`src/rtl/serial_adder_ctrl.sv`:
```
// rtl/serial_adder_ctrl.sv - bit-serial adder sequencing one full_adder cell LSB-first over WIDTH cycles
// Optional subtract mode (sub port, a - b) enabled by defining SERIAL_ADDER_SUB_EN.

module full_adder (
   input  logic A,
   input  logic B,
   input  logic C,
   output logic sum,
   output logic carry
);
   assign sum   = A ^ B ^ C;
   assign carry = (A & B) | (A & C) | (B & C);
endmodule

module serial_adder_ctrl #(
   parameter int WIDTH = 8
) (
   input  logic             clk,
   input  logic             rst,
   input  logic             start,
   input  logic [WIDTH-1:0] a,
   input  logic [WIDTH-1:0] b,
   input  logic             cin,
`ifdef SERIAL_ADDER_SUB_EN
   input  logic             sub,
`endif
   output logic             busy,
   output logic             done,
   output logic [WIDTH-1:0] sum,
   output logic             cout
);

   localparam int CW = (WIDTH > 1) ? $clog2(WIDTH) : 1;

   typedef enum logic [1:0] {IDLE, RUN, DONE} state_t;

   state_t           state, state_next;
   logic [WIDTH-1:0] op_a, op_b, partial;
   logic             carry;
   logic [CW-1:0]    count;
   logic             fa_sum, fa_carry;
   logic             load, last;
   logic [WIDTH-1:0] b_load;
   logic             carry_load;

`ifdef SERIAL_ADDER_SUB_EN
   // Two's-complement subtract: invert B and force the carry-in to 1.
   assign b_load     = sub ? ~b : b;
   assign carry_load = sub ? 1'b1 : cin;
`else
   assign b_load     = b;
   assign carry_load = cin;
`endif

   assign last = (count == CW'(WIDTH-1));

   full_adder u_fa (
      .A     (op_a[0]),
      .B     (op_b[0]),
      .C     (carry),
      .sum   (fa_sum),
      .carry (fa_carry)
   );

   always_ff @(posedge clk) begin
      if (rst) state <= IDLE;
      else     state <= state_next;
   end

   always_comb begin
      state_next = state;
      busy       = 1'b0;
      done       = 1'b0;
      load       = 1'b0;
      case (state)
         IDLE: begin
            if (start) begin
               load       = 1'b1;
               state_next = RUN;
            end
         end
         RUN: begin
            busy = 1'b1;
            if (last) state_next = DONE;
         end
         DONE: begin
            done = 1'b1;
            if (start) begin
               load       = 1'b1;
               state_next = RUN;
            end else begin
               state_next = IDLE;
            end
         end
         default: state_next = IDLE;
      endcase
   end

   always_ff @(posedge clk) begin
      if (rst) begin
         op_a    <= '0;
         op_b    <= '0;
         partial <= '0;
         carry   <= 1'b0;
         count   <= '0;
         sum     <= '0;
         cout    <= 1'b0;
      end else if (load) begin
         op_a  <= a;
         op_b  <= b_load;
         carry <= carry_load;
         count <= '0;
      end else if (state == RUN) begin
         op_a    <= op_a >> 1;
         op_b    <= op_b >> 1;
         partial <= {fa_sum, partial[WIDTH-1:1]};
         carry   <= fa_carry;
         if (last) begin
            sum  <= {fa_sum, partial[WIDTH-1:1]};
            cout <= fa_carry;
         end else begin
            count <= count + 1'b1;
         end
      end
   end

endmodule

```
`config.mk`:
```
export PLATFORM = sky130hd
export DESIGN_NAME = serial_adder_ctrl
export DESIGN_NICKNAME = d
export VERILOG_FILES = /design/src/rtl/serial_adder_ctrl.sv
export SDC_FILE = /design/constraint.sdc
export NUM_CORES = 1
export LEC_CHECK = 0
export CAP_MARGIN = 10
export CORE_MARGIN = 2
export CORE_UTILIZATION = 50
export CTS_CLUSTER_DIAMETER = 100
export DETAILED_ROUTE_END_ITERATION = 16
export PLACE_DENSITY = 0.83
export SLEW_MARGIN = 20
export SYNTH_ARGS = -nofsm -noshare
export SYNTH_HDL_FRONTEND = slang
export SYNTH_SLANG_ARGS = --single-unit
```
`constraint.sdc`:
```
create_clock -name clk -period 1.6 [get_ports clk]
set_input_delay 0.4 -clock clk [delete_from_list [all_inputs] [get_ports clk]]
set_output_delay 0.4 -clock clk [all_outputs]
set_load 0.01 [all_outputs]
```
==> flow_metrics.env, run 1 <==
export IMPL_ir_worst_vdd_mv=0.681
export IMPL_port_buffers=30
export IMPL_clockRootBuffer="clkbuf_4"
export IMPL_synth_compound_area_frac=0.157
export IMPL_avgSynthCellArea_um2=8.98
export IMPL_clock_sinks=38
export IMPL_grt_pass1_wl_mm=5.55
export IMPL_reg2regPathDepth=5
export IMPL_path_buf_inv=2
export IMPL_grtUsageTotal=0.208
export IMPL_numCtsBuffers=5
export IMPL_period_needed_ns=1.51
export IMPL_first_pass_iters=4
export IMPL_hpwl_mm=2.36
export IMPL_yosys_area_top_type="dfxtp_1"
export IMPL_cellPowerDensity_nw_per_um2=956
export IMPL_worstPathArrival_ns=1.11
export IMPL_synth_distinct_cells=26
export IMPL_io_pins=31
export IMPL_fp_dieW_um=60.7
export IMPL_worst_r2r_endpoint="count[1]"
export IMPL_syn_area_um2=1610
export IMPL_maxCapViolCount=0
export IMPL_clkTransAtPathRegs_ns=0.11
export IMPL_critPathSlowestCell="dfxtp_2"
export IMPL_met1_usage=0.230
export IMPL_holdWs_ns=0.456
export IMPL_yosys_area_top_type_share=0.474
export IMPL_globalRoute_busiestLayer="met2"
export IMPL_rrSetupSlack_ns=0.14
export IMPL_min_period_over_period=0.945
export IMPL_synthCells=179
export IMPL_crit_path_end_kind="primary output"
export IMPL_fin_total_pwr_mw=1.93
export IMPL_cts_tree="built"
export IMPL_critPathMaxStageDelay_ns=0.34
export IMPL_met2_usage=0.367
export IMPL_final_util=0.662
export IMPL_diodes=0
export IMPL_min_path_cells=2
export IMPL_grt_max_degree=39
export IMPL_worst_ep_required_time_ns=1.20
export IMPL_start_util=0.526
export IMPL_grt_pass1_vias=1302
export IMPL_fin_ws_ns=0.0876
export IMPL_worst_pin_slew_ns=0.375
export IMPL_pre_cts_slack_ns=-0.0685
export IMPL_clk_path_buf_depth=2
export IMPL_totalWireLength_mm=3.45
export IMPL_dp_cells=248
export IMPL_yosys_top_cells_area="dfxtp_1 47%, nand2_1 8.9%, a21oi_1 5.9%"
export IMPL_status="completed"
export IMPL_crit_chain="nand2b_4, inv_8, clkdlybuf4s15_1"
export IMPL_area_delta_synth_final_pct=25.9
export IMPL_min_path_type="reg2reg"
export IMPL_setup_violations=0
export IMPL_crit_family="flip-flops"
export IMPL_synth_adder_area_share=0.0280
export IMPL_antenna_found_initial=0
export IMPL_fp_dieH_um=60.7
export IMPL_gr_total_overflow=0
export IMPL_path_class="reg2out"
export IMPL_via_per_inst=5.28
export IMPL_finalMaxSlewViolations=0
export IMPL_leakage_nw=0.770
export IMPL_ant_nets=0
export IMPL_yosys_area_share_simple=0.239
export IMPL_synth_top_family_by_area="simple AND/OR/NAND/NOR gates"
export IMPL_gp_congestion=0.744
export IMPL_ys_warn_count=0
export IMPL_use_met3=0.0682
export IMPL_drtIter0Drc=41
export IMPL_synthMuxAreaShare=0.0187
export IMPL_htreeDepth=2
export IMPL_syn_nets=202
export IMPL_insertion_delay_ns=0.35
export IMPL_slew_headroom=0.749
export IMPL_vias=1351
export IMPL_route_detailed_drc=0
export IMPL_synth_xor_area_frac=0.00545
export IMPL_clock_fmax_mhz=661
export IMPL_min_to="sum[5]"
export IMPL_critPathLaunchType="flip-flop"
export IMPL_final_cells=256
export IMPL_reg2reg_from="count[0]"
export IMPL_cts_setup_buffers=0
export IMPL_worst_path_max_fanout=3
export IMPL_core_rowCount=20
export IMPL_avgRoutedWirePerCell_um=13.5
export IMPL_hold_viol_final=0
export IMPL_fp_coreArea_um2=3050
export IMPL_ys_ff_latch=38
export IMPL_clock_skew_ns=0.00685
export IMPL_hold_start="sum[5]"
export IMPL_drive_gt1_frac=0.156
export IMPL_num_nets_final=234
export IMPL_grt_setup_unrepaired="no"
export IMPL_synth_seq_area_share=0.474
export IMPL_die_area_um2=3680
==> per-layer routing <==
| layer | wire length (um) | part of all wire |
|---|---|---|
| met4 | 65 | 0.019 |
| met1 | 1470 | 0.43 |
| met5 | 0 | 0 |
| met2 | 1770 | 0.51 |
| met3 | 144 | 0.042 |
==> cell families after synthesis <==
group	Yosys count
AND/OR/NAND/NOR	84
multiplexers	3
AO/OA/AOI/OAI	34
XOR/XNOR	1
flip-flops	38
adder cells (fa/ha/maj)	3
buffers and inverters	16
==> cell usage after synthesis, drive strengths merged <==
library cell and number:
a21oi 19, a22oi 2, a311oi 9, buf 12
clkbuf 3, dfxtp 38, fa 1, ha 2
inv 1, mux2i 3, nand2 42, nand2b 2
nand3 12, nand3b 1, nor2 12, nor2b 2
nor3 12, nor3b 1, o22ai 4, xnor2 1
==> flip-flops by register name, indices dropped and copies added, names as in the netlist <==
| name | count |
|---|---|
| op_a | 8 |
| op_b | 8 |
| sum | 8 |
| partial | 7 |
| count | 3 |
| state | 2 |
| carry | 1 |
| cout | 1 |
==> layout by cell type (no fill, tap or decap), types with 2 or more instances in the layout <==
cell / synthesis / routed
a21oi_1: 19 / 19
a22oi_1: 2 / 2
a311oi_1: 3 / 3
a311oi_2: 6 / 6
buf_12: 1 / 2
buf_4: 5 / 8
clkbuf_4: 0 / 5
clkdlybuf4s50_1: 0 / 19
clkinv_2: 0 / 2
dfxtp_1: 38 / 36
dfxtp_2: 0 / 2
dlygate4sd2_1: 0 / 10
ha_1: 2 / 2
mux2i_1: 3 / 3
nand2_1: 38 / 38
nand2_2: 4 / 4
nand3_1: 12 / 12
nor2_1: 12 / 12
nor2b_1: 2 / 2
nor3_1: 12 / 12
o22ai_1: 4 / 4
==> worst reg2reg max path: stages (launching register included) <==
cell	delay, ns
dfxtp_1	0.34
ha_1	0.20
ha_1	0.24
nor3b_4	0.31
mux2i_1	0.23
nor3_1	0.06
==> report_power, final <==
group / switching [mW] / internal (mW) / leakage, nW
clock: 0.313 / 0.324 / 0.0450
sequential: 0.0307 / 0.991 / 0.311
combinational: 0.139 / 0.135 / 0.414
total: 0.483 / 1.45 / 0.770
==> layout make-up <==
cell class                      instances  area [um2]
Inverter                                1        11.3
Multi-Input combinational cell        125         727
Tap cell                               44        55.1
Clock inverter                          3        40.0
Fill cell                             259        1030
Clock buffer                            5        37.5
Timing Repair Buffer                   40         388
Sequential cell                        38         763
==> metrics by stage <==
stage,instance area (um2),setup TNS [ns]
6_report,2020,0
5_1_grt,2020,0
4_1_cts,2020,0
3_5_place_dp,1950,-0.0885
3_3_place_gp,1950,0
2_1_floorplan,1610,0
==> worst max-delay path by stage <==
| stage | from | end | depth (start not counted) |
|---|---|---|---|
| after detailed placement | start | op_b[0] | 5 |
| after CTS | state[1] | busy | 3 |
| final | state[1] | busy | 3 |
| after global placement | start | op_b[1] | 5 |
| after floorplan | count[0] | sum[2] | 6 |
| after global routing | state[1] | busy | 3 |
==> what timing repair did <==
action	CTS	global route
gates resized for setup	14	2
endpoints found under the hold margin	0	0
pin swaps	0	0
hold buffers	0	0
setup endpoints to repair	11	1
No activity file was read; power rests on OpenSTA's default activity.
==> run 2, diff against run 1 <==
--- a/config.mk
+++ b/config.mk
@@ -7,10 +7,10 @@
 export LEC_CHECK = 0
 export CAP_MARGIN = 10
 export CORE_MARGIN = 2
-export CORE_UTILIZATION = 50
+export CORE_UTILIZATION = 35
 export CTS_CLUSTER_DIAMETER = 100
 export DETAILED_ROUTE_END_ITERATION = 16
-export PLACE_DENSITY = 0.83
+export PLACE_DENSITY = 0.64
 export SLEW_MARGIN = 20
 export SYNTH_ARGS = -nofsm -noshare
 export SYNTH_HDL_FRONTEND = slang
==> flow_metrics.env, run 2 (synthesized netlist as in run 1, its figures left out) <==
export IMPL_clkTransAtPathRegs_ns=0.07
export IMPL_p_comb_frac=0.140
export IMPL_min_path_type="reg2reg"
export IMPL_clock_fmax_mhz=642
export IMPL_switching_share=0.247
export IMPL_reg2regPathDepth=5
export IMPL_postCtsHoldBufs=0
export IMPL_ant_nets=0
export IMPL_power_switching_mw=0.465
export IMPL_finalMaxSlewViolations=0
export IMPL_path_class="reg2out"
export IMPL_min_period_over_period=0.973
export IMPL_reg2reg_from="count[0]"
export IMPL_critPathLaunchType="flip-flop"
export IMPL_grt_pass1_vias=1200
export IMPL_hpwl_mm=2.10
export IMPL_cellPowerDensity_nw_per_um2=926
export IMPL_grt_max_degree=39
export IMPL_insertion_delay_ns=0.28
export IMPL_crit_chain="clkdlybuf4s50_1"
export IMPL_worst_pin_slew_ns=0.325
export IMPL_p_int_mw=1.42
export IMPL_p_seq_frac=0.540
export IMPL_avgRoutedWirePerCell_um=12.1
export IMPL_cp_num_cells=1
export IMPL_gp_congestion=0.698
export IMPL_min_path_cells=2
export IMPL_numCtsBuffers=5
export IMPL_totalWireLength_mm=3.19
export IMPL_critPathMaxStageDelay_ns=0.54
export IMPL_start_util=0.366
export IMPL_slew_headroom=0.784
export IMPL_setup_violations=0
export IMPL_grtUsageTotal=0.132
export IMPL_maxCapViolCount=0
export IMPL_clock_skew_ns=0.00349
export IMPL_hold_start="sum[0]"
export IMPL_first_pass_iters=4
export IMPL_via_per_inst=5.00
export IMPL_critPathSlowestCell="clkdlybuf4s50_1"
export IMPL_hold_viol_final=0
export IMPL_die_area_um2=5150
export IMPL_dp_cells=254
export IMPL_port_buffers=30
export IMPL_antenna_found_initial=0
export IMPL_drtIter0Drc=105
export IMPL_htreeDepth=2
export IMPL_pwr_share_clk=0.320
export IMPL_io_pins=31
export IMPL_crit_family="buffers and inverters"
export IMPL_gr_total_overflow=0
export IMPL_cts_tree="built"
export IMPL_fillers=422
export IMPL_fp_dieH_um=71.8
export IMPL_route_detailed_drc=0
export IMPL_grt_pass1_wl_mm=5.40
export IMPL_worst_r2r_endpoint="count[1]"
export IMPL_drive_gt1_frac=0.137
export IMPL_reg_largest_list="op_a (8), op_b (8), sum (8)"
export IMPL_rrSetupSlack_ns=0.14
export IMPL_final_cells=263
export IMPL_setup_tns_final_ns=0
export IMPL_status="completed"
export IMPL_clockRootBuffer="clkbuf_8"
export IMPL_diodes=0
export IMPL_num_nets_final=234
export IMPL_path_buf_inv=1
export IMPL_fp_coreArea_um2=4380
export IMPL_min_to="sum[0]"
export IMPL_leakage_nw=0.715
export IMPL_worst_path_max_fanout=2
export IMPL_ir_worst_vdd_mv=0.518
export IMPL_fp_dieW_um=71.8
export IMPL_grt_setup_unrepaired="no"
export IMPL_core_rowCount=24
export IMPL_worst_ep_required_time_ns=1.20
export IMPL_clock_sinks=38
export IMPL_period_needed_ns=1.56
export IMPL_vias=1316
export IMPL_clk_path_buf_depth=2
export IMPL_worstPathArrival_ns=1.16
export IMPL_crit_path_end_kind="primary output"
export IMPL_area_delta_synth_final_pct=26.7
export IMPL_final_cell_mix="38 x nand2_1, 38 x dfxtp_1, 28 x clkdlybuf4s50_1"
## run 2: layout make-up
class                           count  area [um2]  share of cell area
Sequential cell                    38         761               0.374
Multi-Input combinational cell    125         724               0.356
Timing Repair Buffer               40         398               0.195
Clock buffer                        7        76.3              0.0375
Tap cell                           52        65.1              0.0320
Inverter                            1        11.3             0.00553
## run 2: routing by layer
| layer | global-route usage | wire length [um] | part of all wire | vias to the layer above |
|---|---|---|---|---|
| li1 | - | - | - | 674 |
| met5 | 0 | 0 | 0 | - |
| met3 | 0.0422 | 141 | 0.044 | 6 |
| met1 | 0.174 | 1480 | 0.46 | 615 |
| met2 | 0.203 | 1520 | 0.48 | 21 |
| met4 | 0.0524 | 42 | 0.013 | 0 |
## run 2: timing repair
item | in CTS | in global routing
pin swaps | 1 | 1
setup buffers | 2 | 0
gates resized for setup | 3 | 1
endpoints found under the setup margin | 3 | 2
## run 2: metrics by stage
| stage | total power [mW] | worst slack, ns | util | instance area (um2) | hold WS, ns |
|---|---|---|---|---|---|
| floorplan | 1.23 | 0.206 | - | 1610 | 0.437 |
| CTS | 1.91 | 0.0239 | 0.464 | 2030 | 0.457 |
| detailed placement | 1.31 | 0.00964 | 0.443 | 1940 | 0.448 |
| global route | 1.98 | 0.00142 | 0.464 | 2040 | 0.479 |
| finish | 1.89 | 0.0427 | 0.464 | 2040 | 0.453 |
| global placement | 1.30 | 0.0269 | 0.443 | 1940 | 0.446 |
## run 2: worst max path at each step
| stage | start | to | slack, ns |
|---|---|---|---|
| 2_1_floorplan | count[0] | sum[2] | 0.21 |
| 3_3_place_gp | count[0] | sum[1] | 0.03 |
| 3_5_place_dp | count[0] | sum[4] | 0.01 |
| 4_1_cts | sum[4] | sum[4] | 0.02 |
| 5_1_grt | sum[7] | sum[7] | 0.001 |
| 6_report | sum[4] | sum[4] | 0.04 |
## run 2: power groups by stage
stage | clock, mW | combinational [mW] | sequential [mW]
after CTS | 0.627 | 0.267 | 1.02
after global placement | 0 | 0.265 | 1.04
after detailed placement | 0 | 0.267 | 1.04
after floorplan | 0 | 0.192 | 1.03
final | 0.604 | 0.263 | 1.02
after global routing | 0.665 | 0.290 | 1.02
==> run 3, diff against run 2 <==
--- a/config.mk
+++ b/config.mk
@@ -9,8 +9,10 @@
 export CORE_MARGIN = 2
 export CORE_UTILIZATION = 35
 export CTS_CLUSTER_DIAMETER = 100
+export CTS_CLUSTER_SIZE = 16
 export DETAILED_ROUTE_END_ITERATION = 16
 export PLACE_DENSITY = 0.64
+export REMOVE_ABC_BUFFERS = 1
 export SLEW_MARGIN = 20
 export SYNTH_ARGS = -nofsm -noshare
 export SYNTH_HDL_FRONTEND = slang
==> flow_metrics.env, run 3 (synthesized netlist as in run 1, its figures left out) <==
export IMPL_clock_sinks=38
export IMPL_port_buffers=30
export IMPL_path_class="reg2out"
export IMPL_num_nets_final=234
export IMPL_switching_share=0.245
export IMPL_vias=1285
export IMPL_hpwl_mm=2.02
export IMPL_antenna_found_initial=0
export IMPL_grt_max_degree=39
export IMPL_clkTransAtPathRegs_ns=0.08
export IMPL_core_rowCount=24
export IMPL_leakage_nw=0.821
export IMPL_period_needed_ns=1.56
export IMPL_min_period_over_period=0.974
export IMPL_die_area_um2=5150
export IMPL_clock_skew_ns=0.00538
export IMPL_fillers=445
export IMPL_rrSetupSlack_ns=0.15
export IMPL_crit_family="buffers and inverters"
export IMPL_reg2regPathDepth=5
export IMPL_gr_total_overflow=0
export IMPL_critPathLaunchType="flip-flop"
export IMPL_cts_tree="built"
export IMPL_slew_headroom=0.778
export IMPL_fp_dieW_um=71.8
export IMPL_startpoint="sum[7]"
export IMPL_area_delta_synth_final_pct=29.4
export IMPL_hold_viol_final=0
export IMPL_crit_chain="clkdlybuf4s50_1"
export IMPL_power_switching_mw=0.516
export IMPL_worst_r2r_endpoint="count[2]"
export IMPL_pwr_share_clk=0.389
export IMPL_io_pins=31
export IMPL_fp_dieH_um=71.8
export IMPL_fp_coreArea_um2=4380
export IMPL_drtIter0Drc=67
export IMPL_route_detailed_drc=0
export IMPL_status="completed"
export IMPL_grtUsageTotal=0.131
export IMPL_cts_setup_buffers=0
export IMPL_cp_num_cells=1
export IMPL_endpoint="sum[7]"
export IMPL_dp_cells=256
export IMPL_crit_path_end_kind="primary output"
export IMPL_start_util=0.366
export IMPL_diodes=0
export IMPL_finalMaxSlewViolations=0
export IMPL_ant_nets=0
export IMPL_totalWireLength_mm=3.11
export IMPL_maxCapViolCount=0
export IMPL_grt_pass1_wl_mm=5.36
export IMPL_setup_tns_final_ns=0
export IMPL_htreeDepth=2
export IMPL_reg2reg_from="count[0]"
export IMPL_worst_pin_slew_ns=0.332
export IMPL_final_cell_mix="38 x nand2_1, 38 x dfxtp_1, 23 x clkdlybuf4s50_1"
export IMPL_worstPathArrival_ns=1.16
export IMPL_min_path_type="reg2reg"
export IMPL_numCtsBuffers=5
export IMPL_worst_ep_required_time_ns=1.20
export IMPL_grt_setup_unrepaired="no"
export IMPL_worst_path_max_fanout=2
export IMPL_path_buf_inv=1
export IMPL_avgRoutedWirePerCell_um=11.8
export IMPL_final_cells=264
export IMPL_clock_fmax_mhz=642
export IMPL_p_int_mw=1.59
export IMPL_first_pass_iters=5
export IMPL_gp_congestion=0.695
export IMPL_p_seq_frac=0.484
export IMPL_grt_pass1_vias=1253
export IMPL_critPathMaxStageDelay_ns=0.53
export IMPL_drive_gt1_frac=0.151
export IMPL_critPathSlowestCell="clkdlybuf4s50_1"
export IMPL_setup_violations=0
export IMPL_cellPowerDensity_nw_per_um2=1010
export IMPL_clk_path_buf_depth=2
export IMPL_clockRootBuffer="clkbuf_8"
export IMPL_insertion_delay_ns=0.29
export IMPL_p_comb_frac=0.126
export IMPL_ir_worst_vdd_mv=0.576
export IMPL_reg_largest_list="op_a (8), op_b (8), sum (8)"
export IMPL_via_per_inst=4.87
export IMPL_postCtsHoldBufs=0
-- run 3: cell count changes in the layout (fill, tap and decap cells not counted), sizes merged --
cell and change:
bufinv +1, clkinvlp +2, dlygate4sd2 -1, clkbuf -1, dlymetal6s2s +5, clkdlybuf4s50 -5
-- run 3: worst min path at each step --
stage / cells past startpoint / endpoint / start
6_report: 2 / sum[1] / sum[1]
5_1_grt: 2 / sum[1] / sum[1]
4_1_cts: 2 / sum[1] / sum[1]
3_5_place_dp: 2 / sum[1] / sum[1]
3_3_place_gp: 2 / sum[1] / sum[1]
2_1_floorplan: 2 / partial[1] / partial[1]
-- run 3: cell type report --
type                       instances  area (um2)  area share
sequential                        38         761       0.366
multi-input combinational        125         722       0.347
timing repair buffer              40         407       0.196
clock buffer                       5        68.8      0.0331
tap                               52        65.1      0.0313
clock inverter                     3        45.0      0.0217
inverter                           1        11.3     0.00542
-- run 3: metal layers --
metal  wire (um)  up-vias  share of wire  track usage
met4          49        0          0.016       0.0503
met1        1470      574           0.47        0.161
li1            -      676              -            -
met5           0        -              0            0
met2        1440       28           0.46        0.220
met3         141        7          0.045       0.0338
-- run 3: power groups by stage --
stage                     logic, mW  registers (mW)  clock network (mW)
after floorplan               0.141            1.03                   0
after global placement        0.267            1.04                   0
after detailed placement      0.269            1.04                   0
after CTS                     0.269            1.02               0.838
after global routing          0.292            1.02               0.872
final                         0.265            1.02               0.818
-- run 3: repair_timing --
item,4_1_cts,5_1_grt
setup endpoints to repair,2,6
cloned,0,0
resized for setup,3,7
-- run 3: per-stage QoR --
step	hold WS [ns]	setup slack (ns)	util	power, mW	area (um2)
finish	0.452	0.0416	0.474	2.10	2080
global placement	0.442	0.0331	0.446	1.31	1960
global route	0.471	0.00232	0.474	2.19	2080
floorplan	0.431	0.0352	-	1.18	1490
detailed placement	0.446	0.0149	0.446	1.31	1960
CTS	0.458	0.00113	0.472	2.12	2070
